==> config.mk <==
export PLATFORM = sky130hd
export DESIGN_NAME = module_despliegue_scan
export DESIGN_NICKNAME = d
export VERILOG_FILES = /design/src/rtl/module_despliegue_scan.sv
export SDC_FILE = /design/constraint.sdc
export NUM_CORES = 1
export LEC_CHECK = 0
export BUFFER_PORTS_ARGS = -buffer_cell sky130_fd_sc_hd__buf_4
export CORE_ASPECT_RATIO = 1.4
export CORE_UTILIZATION = 40
export CTS_BUF_LIST = sky130_fd_sc_hd__clkbuf_8 sky130_fd_sc_hd__clkbuf_16
export DETAILED_ROUTE_END_ITERATION = 8
export MAX_ROUTING_LAYER = met4
export SLEW_MARGIN = 10
export SYNTH_ARGS = -nofsm -noshare
export SYNTH_HDL_FRONTEND = slang
export SYNTH_SLANG_ARGS = --single-unit
==> constraint.sdc <==
create_clock -name clk -period 2.3 [get_ports clk]
set_input_delay 0.46 -clock clk [delete_from_list [all_inputs] [get_ports clk]]
set_output_delay 0.46 -clock clk [all_outputs]
set_load 0.005 [all_outputs]
==> src/rtl/module_despliegue_scan.sv <==
// Multiplexed seven-segment driver: captures a binary source, converts it to BCD by
// double-dabble, then scans the digits. Optional leading-zero blanking: DESPLIEGUE_BLANK_EN.
module module_despliegue_scan #(
  parameter int W        = 8,
  parameter int WA       = 4,
  parameter int DIGITS   = 3,
  parameter int SCAN_DIV = 27000
) (
  input  logic                  clk,
  input  logic                  rst,
  input  logic                  load_a,
  input  logic                  load_b,
  input  logic                  load_m,
  input  logic [WA-1:0]         a_bin,
  input  logic [WA-1:0]         b_bin,
  input  logic [W-1:0]          mult_bin,
  output logic                  busy,
  output logic                  done,
  output logic [4*DIGITS-1:0]   bcd_out,
  output logic [6:0]            catodo,
  output logic [DIGITS-1:0]     anodo
);

  localparam int BW = 4 * DIGITS;
  localparam int IW = $clog2(W + 1);
  localparam int PW = (SCAN_DIV > 1) ? $clog2(SCAN_DIV) : 1;
  localparam int XW = (DIGITS > 1) ? $clog2(DIGITS) : 1;

  function automatic bit digits_fit();
    longint p;
    p = 1;
    for (int i = 0; i < DIGITS; i++) p = p * 10;
    return p > ((longint'(1) << W) - 1);
  endfunction

  if (!digits_fit()) begin : g_bad_digits
    $error("DIGITS too small to show every W-bit value");
  end
  if (WA > W) begin : g_bad_wa
    $error("WA must not exceed W");
  end
  if (SCAN_DIV < 1) begin : g_bad_div
    $error("SCAN_DIV must be at least 1");
  end

  typedef enum logic [1:0] {IDLE, CONV, COMMIT} state_t;

  state_t        state;
  logic [W-1:0]  shreg;
  logic [BW-1:0] acc;
  logic [BW-1:0] acc_adj;
  logic [IW-1:0] iter;
  logic          load_any;
  logic [W-1:0]  load_val;

  // NOTE: every combinational output gets a default first so no path infers a latch.
  always_comb begin
    load_any = load_a | load_b | load_m;
    load_val = '0;
    if (load_m)      load_val = mult_bin;
    else if (load_b) load_val = W'(b_bin);
    else if (load_a) load_val = W'(a_bin);
  end

  always_comb begin
    acc_adj = acc;
    for (int i = 0; i < DIGITS; i++) begin
      if (acc[4*i +: 4] >= 4'd5) acc_adj[4*i +: 4] = acc[4*i +: 4] + 4'd3;
    end
  end

  // A load in any state restarts the conversion, so a superseded value never commits.
  always_ff @(posedge clk or negedge rst) begin
    if (!rst) begin
      state   <= IDLE;
      shreg   <= '0;
      acc     <= '0;
      iter    <= '0;
      bcd_out <= '0;
      busy    <= 1'b0;
      done    <= 1'b0;
    end else begin
      // NOTE: state updates use non-blocking assignments so every register samples pre-edge values.
      done <= 1'b0;
      if (load_any) begin
        state <= CONV;
        shreg <= load_val;
        acc   <= '0;
        iter  <= '0;
        busy  <= 1'b1;
      end else begin
        case (state)
          IDLE: busy <= 1'b0;
          CONV: begin
            acc   <= {acc_adj[BW-2:0], shreg[W-1]};
            shreg <= shreg << 1;
            iter  <= iter + 1'b1;
            if (iter == IW'(W - 1)) state <= COMMIT;
          end
          COMMIT: begin
            bcd_out <= acc;
            done    <= 1'b1;
            state   <= IDLE;
          end
          default: state <= IDLE;
        endcase
      end
    end
  end

  logic [PW-1:0] presc;
  logic [XW-1:0] idx;
  logic [3:0]    nib;
  logic          blank;
  logic [6:0]    seg;

  always_comb begin
    logic zero_above;
    nib        = '0;
    blank      = 1'b0;
    zero_above = 1'b1;
    for (int i = DIGITS - 1; i >= 0; i--) begin
      zero_above = zero_above && (bcd_out[4*i +: 4] == 4'd0);
      if (XW'(i) == idx) begin
        nib = bcd_out[4*i +: 4];
`ifdef DESPLIEGUE_BLANK_EN
        blank = (i != 0) && zero_above;
`else
        blank = 1'b0;
`endif
      end
    end
  end

  always_comb begin
    case (nib)
      4'd0:    seg = 7'h40;
      4'd1:    seg = 7'h79;
      4'd2:    seg = 7'h24;
      4'd3:    seg = 7'h30;
      4'd4:    seg = 7'h19;
      4'd5:    seg = 7'h12;
      4'd6:    seg = 7'h02;
      4'd7:    seg = 7'h78;
      4'd8:    seg = 7'h00;
      4'd9:    seg = 7'h10;
      default: seg = 7'h7F;
    endcase
    if (blank) seg = 7'h7F;
  end

  always_ff @(posedge clk or negedge rst) begin
    if (!rst) begin
      presc  <= '0;
      idx    <= '0;
      anodo  <= '1;
      catodo <= 7'h7F;
    end else begin
      if (presc == PW'(SCAN_DIV - 1)) begin
        presc <= '0;
        idx   <= (idx == XW'(DIGITS - 1)) ? '0 : idx + 1'b1;
      end else begin
        presc <= presc + 1'b1;
      end
      anodo  <= ~(DIGITS'(1) << idx);
      catodo <= seg;
    end
  end

endmodule

### Yosys cells after proc, flatten, opt, wreduce, memory -nomap -nowiden

Memories as Yosys holds them, arrays and structs flattened. A register that Yosys moved wholly into a read port is not among the register bits.
Cells that the tools add are included.

| storage, ports and cells | value |
|---|---|
| output and inout port bits | 24 |
| memories | 1 |
| bits in read-only memories | 112 |
| input port bits | 21 |
| register bits | 60 |

Memory list:

| name | words | width | rd ports | clocked after Yosys merged registers in | wr ports | line | RTL |
|---|---|---|---|---|---|---|---|
| (no name shown) | 16 | 7 | 1 | 1 | 0 | 136 | `case (nib)` |

| cells by class | value |
|---|---|
| shift operators | 1 |
| eq/ne operators | 9 |
| add/subtract/negate cells | 6 |
| bitwise gates (word level) | 4 |
| reductions and logical operators | 7 |
| magnitude comparators | 3 |
| mux-type cells | 24 |

Operator list:

| kind | number |
|---|---|
| $mux 4 | 8 |
| $mux 8 | 4 |
| $mux 12 | 2 |
| $add 15x1->15 const B | 1 |
| $eq 15x15->1 const B | 1 |
| $mux 15 | 1 |
| $ge 4x3->1 const B | 3 |
| $add 4x2->4 const B | 2 |
| $mux 2 | 3 |
| $add 4x1->4 const B | 1 |
| $eq 2x2->1 const B | 2 |
| $eq 4x3->1 const B | 1 |
| $logic_not 2->1 | 2 |
| $mux 1 | 4 |
| $pmux 2 s2 | 1 |
| $reduce_and 2->1 | 2 |
| $reduce_bool 2->1 | 2 |
| $add 3x2->3 const B | 1 |
| $mux 3 | 1 |
| $ne 3x3->1 const B | 1 |
| $not 3->3 | 1 |
| $shl 1x2->3 const A | 1 |
| $add 2x1->2 const B | 1 |
| $eq 1x2->1 const A | 1 |
| 6 further kinds | 7 |

### Depth between registers and ports, before layout

| depth | value |
|---|---|
| depth after elaboration | 4 |
| depth in mapped cells | 7 |
| depth with buffers taken out | 7 |

### Worst setup path before layout

Ideal clock, no wire load.

| timing | value |
|---|---|
| path kind | reg-to-reg |
| start point | register presc[3] |
| end point | register idx[1] |
| arrival time | 1630 ps |
| buffers on the path | 0 |
| required time | 2175 ps |
| setup slack | 545 ps |
| cell stages (with the launch flop) | 4 |
| cell sequence | dfrtp_1 or4b_4 nor4_4 mux2_2 |

| on the way | value |
|---|---|
| word-level cells in the longest chain between the ends | 1 |

Ends and longest elaborated chain:

| what | line | RTL |
|---|---|---|
| start, declared | 111 | `logic [PW-1:0] presc;` |
| start signal, assigned | 163 | `presc <= presc + 1'b1;` |
| $eq 15x15->1 | 159 | `if (presc == PW'(SCAN_DIV - 1)) begin` |
| end signal, assigned | 161 | `idx <= (idx == XW'(DIGITS - 1)) ? '0 : idx + 1'b1;` |
| end, declared | 112 | `logic [XW-1:0] idx;` |

Every way passes these cells.
A chain may end at the register's enable or synchronous reset.

### Worst setup path in the final report

| timing | value |
|---|---|
| start point | register idx[1] |
| end point | register catodo[5] |

| on the way | value |
|---|---|
| word-level cells in the longest chain between the ends | 4 |

Ends and longest elaborated chain:

| what | line | RTL |
|---|---|---|
| $eq 2x2->1 | 124 | `if (XW'(i) == idx) begin` |
| $mux 4 (2 in series) | 124 |  |
| $mux 4 (*) | 124 |  |
| end, declared | 20 | `output logic [6:0] catodo,` |

Mark *: on every way between the ends. The rest lies on a longest branch, timed or not.

==> impl_metrics.py <==
metrics = {
    "placement": {
        "portBuffers": 44,
        "gp_congestion": 0.815,
        "post-place-cells": 439,
        "dpl.hpwl_mm": 4.08,
        "place_area_sq_mm": 0.00356,
        "dp_slack_ns": 0.484,
    },
    "critical_path": {
        "crit_start": "idx[1]$_DFFE_PN0N_",
        "r2r_start": "idx[1]$_DFFE_PN0N_",
        "endpoint": "catodo[5]$_DFF_PN1_",
        "r2r_cells": 5,
        "cp_slowest_cell": "dfrtp_1",
        "timing.rr.end": "catodo[5]$_DFF_PN1_",
        "critPathCaptureType": "flip-flop",
        "reg2reg_slack_ns": 0.48,
        "max_stage_delay_ns": 0.50,
        "worst-setup-path-type": "reg -> reg",
        "worstPathCellList": "and2b_1, a2bb2oi_1, inv_1, ha_1, o31a_1",
        "arrival_ns": 2.08,
        "cp_max_fo": 8,
        "start_kind": "flip-flop",
        "crit_required_ns": 2.56,
    },
    "yosys": {
        "synth_nets": 335,
        "synth-seq-cells": 67,
        "synth_async_sr_flop_share": 1.00,
        "syn_area_per_cell_sq_um": 10.3,
        "synth.distinct_cells": 39,
        "synth_top_area_frac": 0.456,
        "synth_top_area_cell": "dfrtp_1",
        "synth_edf_count": 0,
        "ys_seq_area_frac": 0.540,
        "ys.flop_type": "dfrtp_1",
        "syn_area_sq_mm": 0.00313,
        "synth_warnings": 0,
        "synthCells": 305,
        "ys_top_cells_by_area": "dfrtp_1 (46%), dfstp_2 (8.4%), nand2_1 (4.9%)",
    },
    "clock_tree": {
        "ctsResizeCount": 0,
        "htree_levels": 3,
        "clock_latency_ns": 0.34,
        "cts_setup_buffers": 0,
        "clockRootBuffer": "clkbuf_8",
        "clk_pin_slew_ns": 0.08,
        "numCtsBuffers": 9,
        "clockBufferDepth": 2,
        "clock_sinks": 67,
        "ctsHoldBuffers": 0,
        "cts_tree": "done",
    },
    "sta": {
        "period_needed_ns": 1.82,
        "setup_violations": 0,
        "slew_viol_final": 0,
        "hold_violations": 0,
        "skew_ns": 0.00906,
        "period_share": 0.789,
        "slew_headroom": 0.460,
        "worst_slack_ns": 0.484,
        "fmax_mhz": 551,
        "setup_tns_ns": 0,
        "tightest_slew_ns": 0.810,
        "rsz0062_at_grt": "no",
    },
    "power_and_ir_drop": {
        "p_leak_nw": 1.76,
        "intPower_mw": 1.72,
        "swShare": 0.220,
        "power_frac_seq": 0.544,
        "clkPwrFrac": 0.418,
        "power_frac_comb": 0.038,
        "peakVddDrop_v": 0.000280,
        "p_per_area_mw_per_mm2": 588,
        "p_sw_uw": 485,
    },
    "die": {
        "coreArea_sq_mm": 0.00745,
        "rows": 37,
        "die_area_sq_mm": 0.00819,
        "die_x_um": 76.8,
        "boundaryPins": 45,
        "die_y_um": 107,
        "initial_core_util": 0.420,
    },
    "route": {
        "post_drt_wl_per_cell_um": 12.5,
        "drc": 0,
        "detail_route.first_pass.iterations": 4,
        "viasPerCell": 5.00,
        "detail-route-antenna-nets": 0,
        "drtIter0Drc": 108,
        "vias": 2276,
        "wirelength_mm": 5.70,
    },
    "finish": {
        "fin_util": 0.503,
        "nFillCells": 700,
        "syn_to_final_growth_pct": 19.7,
        "final_cell_area_sq_mm": 0.00375,
        "n_antenna_cell": 0,
        "nets": 383,
        "fin_cells": 455,
        "drive_above_1_share": 0.237,
    },
    "worst_hold_path": {
        "hold_class": "in -> async",
    },
    "grt": {
        "grt_start_max_net_pins": 68,
        "antenna_found_initial": 0,
        "grt_pass1_vias": 2245,
        "gr-total-overflow": 0,
        "grt_util_all_layers": 0.162,
        "grt_first_pass_wirelength_mm": 10.2,
    },
    "outcome": {
        "status": "completed",
    },
    "run": {
        "drv_cap": 0,
    },
}
layout by cell type (no fill, tap or decap), drive strengths merged, types with 2 or more instances in the layout:
master and n:
mux2 7, dfstp 10, ha 9, nand2 41, nor2b 4, o2bb2ai 3
o211ai 2, nand4 4, and3 2, nor4 2, or3 2, nor2 28
o221ai 3, a21oi 24, nand2b 4, clkinv 4, nand3 8, a22oi 4
buf 48, nor3 5, inv 12, clkbuf 9, xnor2 10, dfrtp 57
xor2 10, o21ai 23, nand4b 2, and2 2, mux2i 9
final cells by class:
class | count | area [sq um] | area share
Clock buffer | 9 | 124 | 0.0331
Clock inverter | 7 | 61.3 | 0.0164
Inverter | 11 | 41.3 | 0.0110
Multi-Input combinational cell | 216 | 1350 | 0.360
Sequential cell | 67 | 1690 | 0.451
Tap cell | 97 | 121 | 0.0324
Timing Repair Buffer | 48 | 360 | 0.0962
power groups by stage:
stage | combinational (mW) | clock [mW] | sequential, mW
after floorplan | 0.0288 | 0 | 1.22
after global placement | 0.0854 | 0 | 1.22
after detailed placement | 0.0866 | 0 | 1.22
after CTS | 0.0865 | 0.945 | 1.20
after global routing | 0.0980 | 0.993 | 1.20
final | 0.0831 | 0.920 | 1.20
registers in the layout (all words and copies together) (netlist names):
| register | cells |
|---|---|
| catodo | 7 |
| done | 1 |
| idx | 2 |
| state | 2 |
| iter | 4 |
| anodo | 3 |
| presc | 15 |
| busy | 1 |
| acc | 12 |
| shreg | 8 |
| bcd_out | 12 |
how the worst min path moves through the flow:
stage,startpoint,end,cells past startpoint
after floorplan,rst,acc[0]$_DFFE_PN0P_,0
after global placement,iter[3]$_DFFE_PN0P_,state[1]$_DFFE_PN0P_,1
after detailed placement,iter[3]$_DFFE_PN0P_,state[1]$_DFFE_PN0P_,1
after CTS,rst,presc[4]$_DFF_PN0_,1
after global routing,rst,presc[8]$_DFF_PN0_,1
final,rst,presc[8]$_DFF_PN0_,1
kinds of logic (layout without fill, tap and decap cells):
logic type	Yosys count	in the layout	share of synthesized area
fa+ha+maj	9	9	0.0360
xor+xnor	20	20	0.0560
flops	67	67	0.540
buf+inv	22	75	0.0292
simple gates	108	108	0.168
compound gates	63	63	0.117
mux	16	16	0.0540
per-stage QoR:
stage          power [mW]  hold WS (ns)
3_3_place_gp         1.31         0.456
5_1_grt              2.29         0.282
4_1_cts              2.23         0.241
6_report             2.20         0.207
2_1_floorplan        1.25         0.164
3_5_place_dp         1.31         0.460
per-layer routing:
| metal | up-vias | wire length (um) | global-route usage | share of wire |
|---|---|---|---|---|
| met2 | 47 | 2820 | 0.261 | 0.49 |
| li1 | 1145 | - | - | - |
| met5 | - | 0 | - | 0 |
| met1 | 1072 | 2550 | 0.192 | 0.45 |
| met3 | 12 | 207 | 0.0357 | 0.036 |
| met4 | 0 | 124 | 0.0755 | 0.022 |
synth_stat cells (2+ instances only):
cell type / number
and3_1: 2
mux2i_1: 9
o211ai_1: 2
nand4_1: 4
inv_1: 11
o221ai_1: 3
ha_1: 9
o2bb2ai_1: 3
nand4b_1: 2
o21ai_0: 23
dfstp_2: 10
a21oi_1: 24
nand2b_1: 4
a22oi_1: 4
and2_1: 2
nand3_1: 8
xnor2_1: 10
nor3_1: 4
dfrtp_1: 57
xor2_1: 10
clkbuf_1: 9
mux2_2: 7
or3_1: 2
nor2b_1: 4
nand2_1: 41
nor2_1: 28
worst max-delay path, delay by kind of cell, from the launching register on:
kind            cells  cell delay (ns)
buf+inv             1             0.10
flops               1             0.50
fa+ha+maj           1             0.21
compound gates      2             0.64
simple gates        1             0.29
No activity file was read; power rests on OpenSTA's default activity.
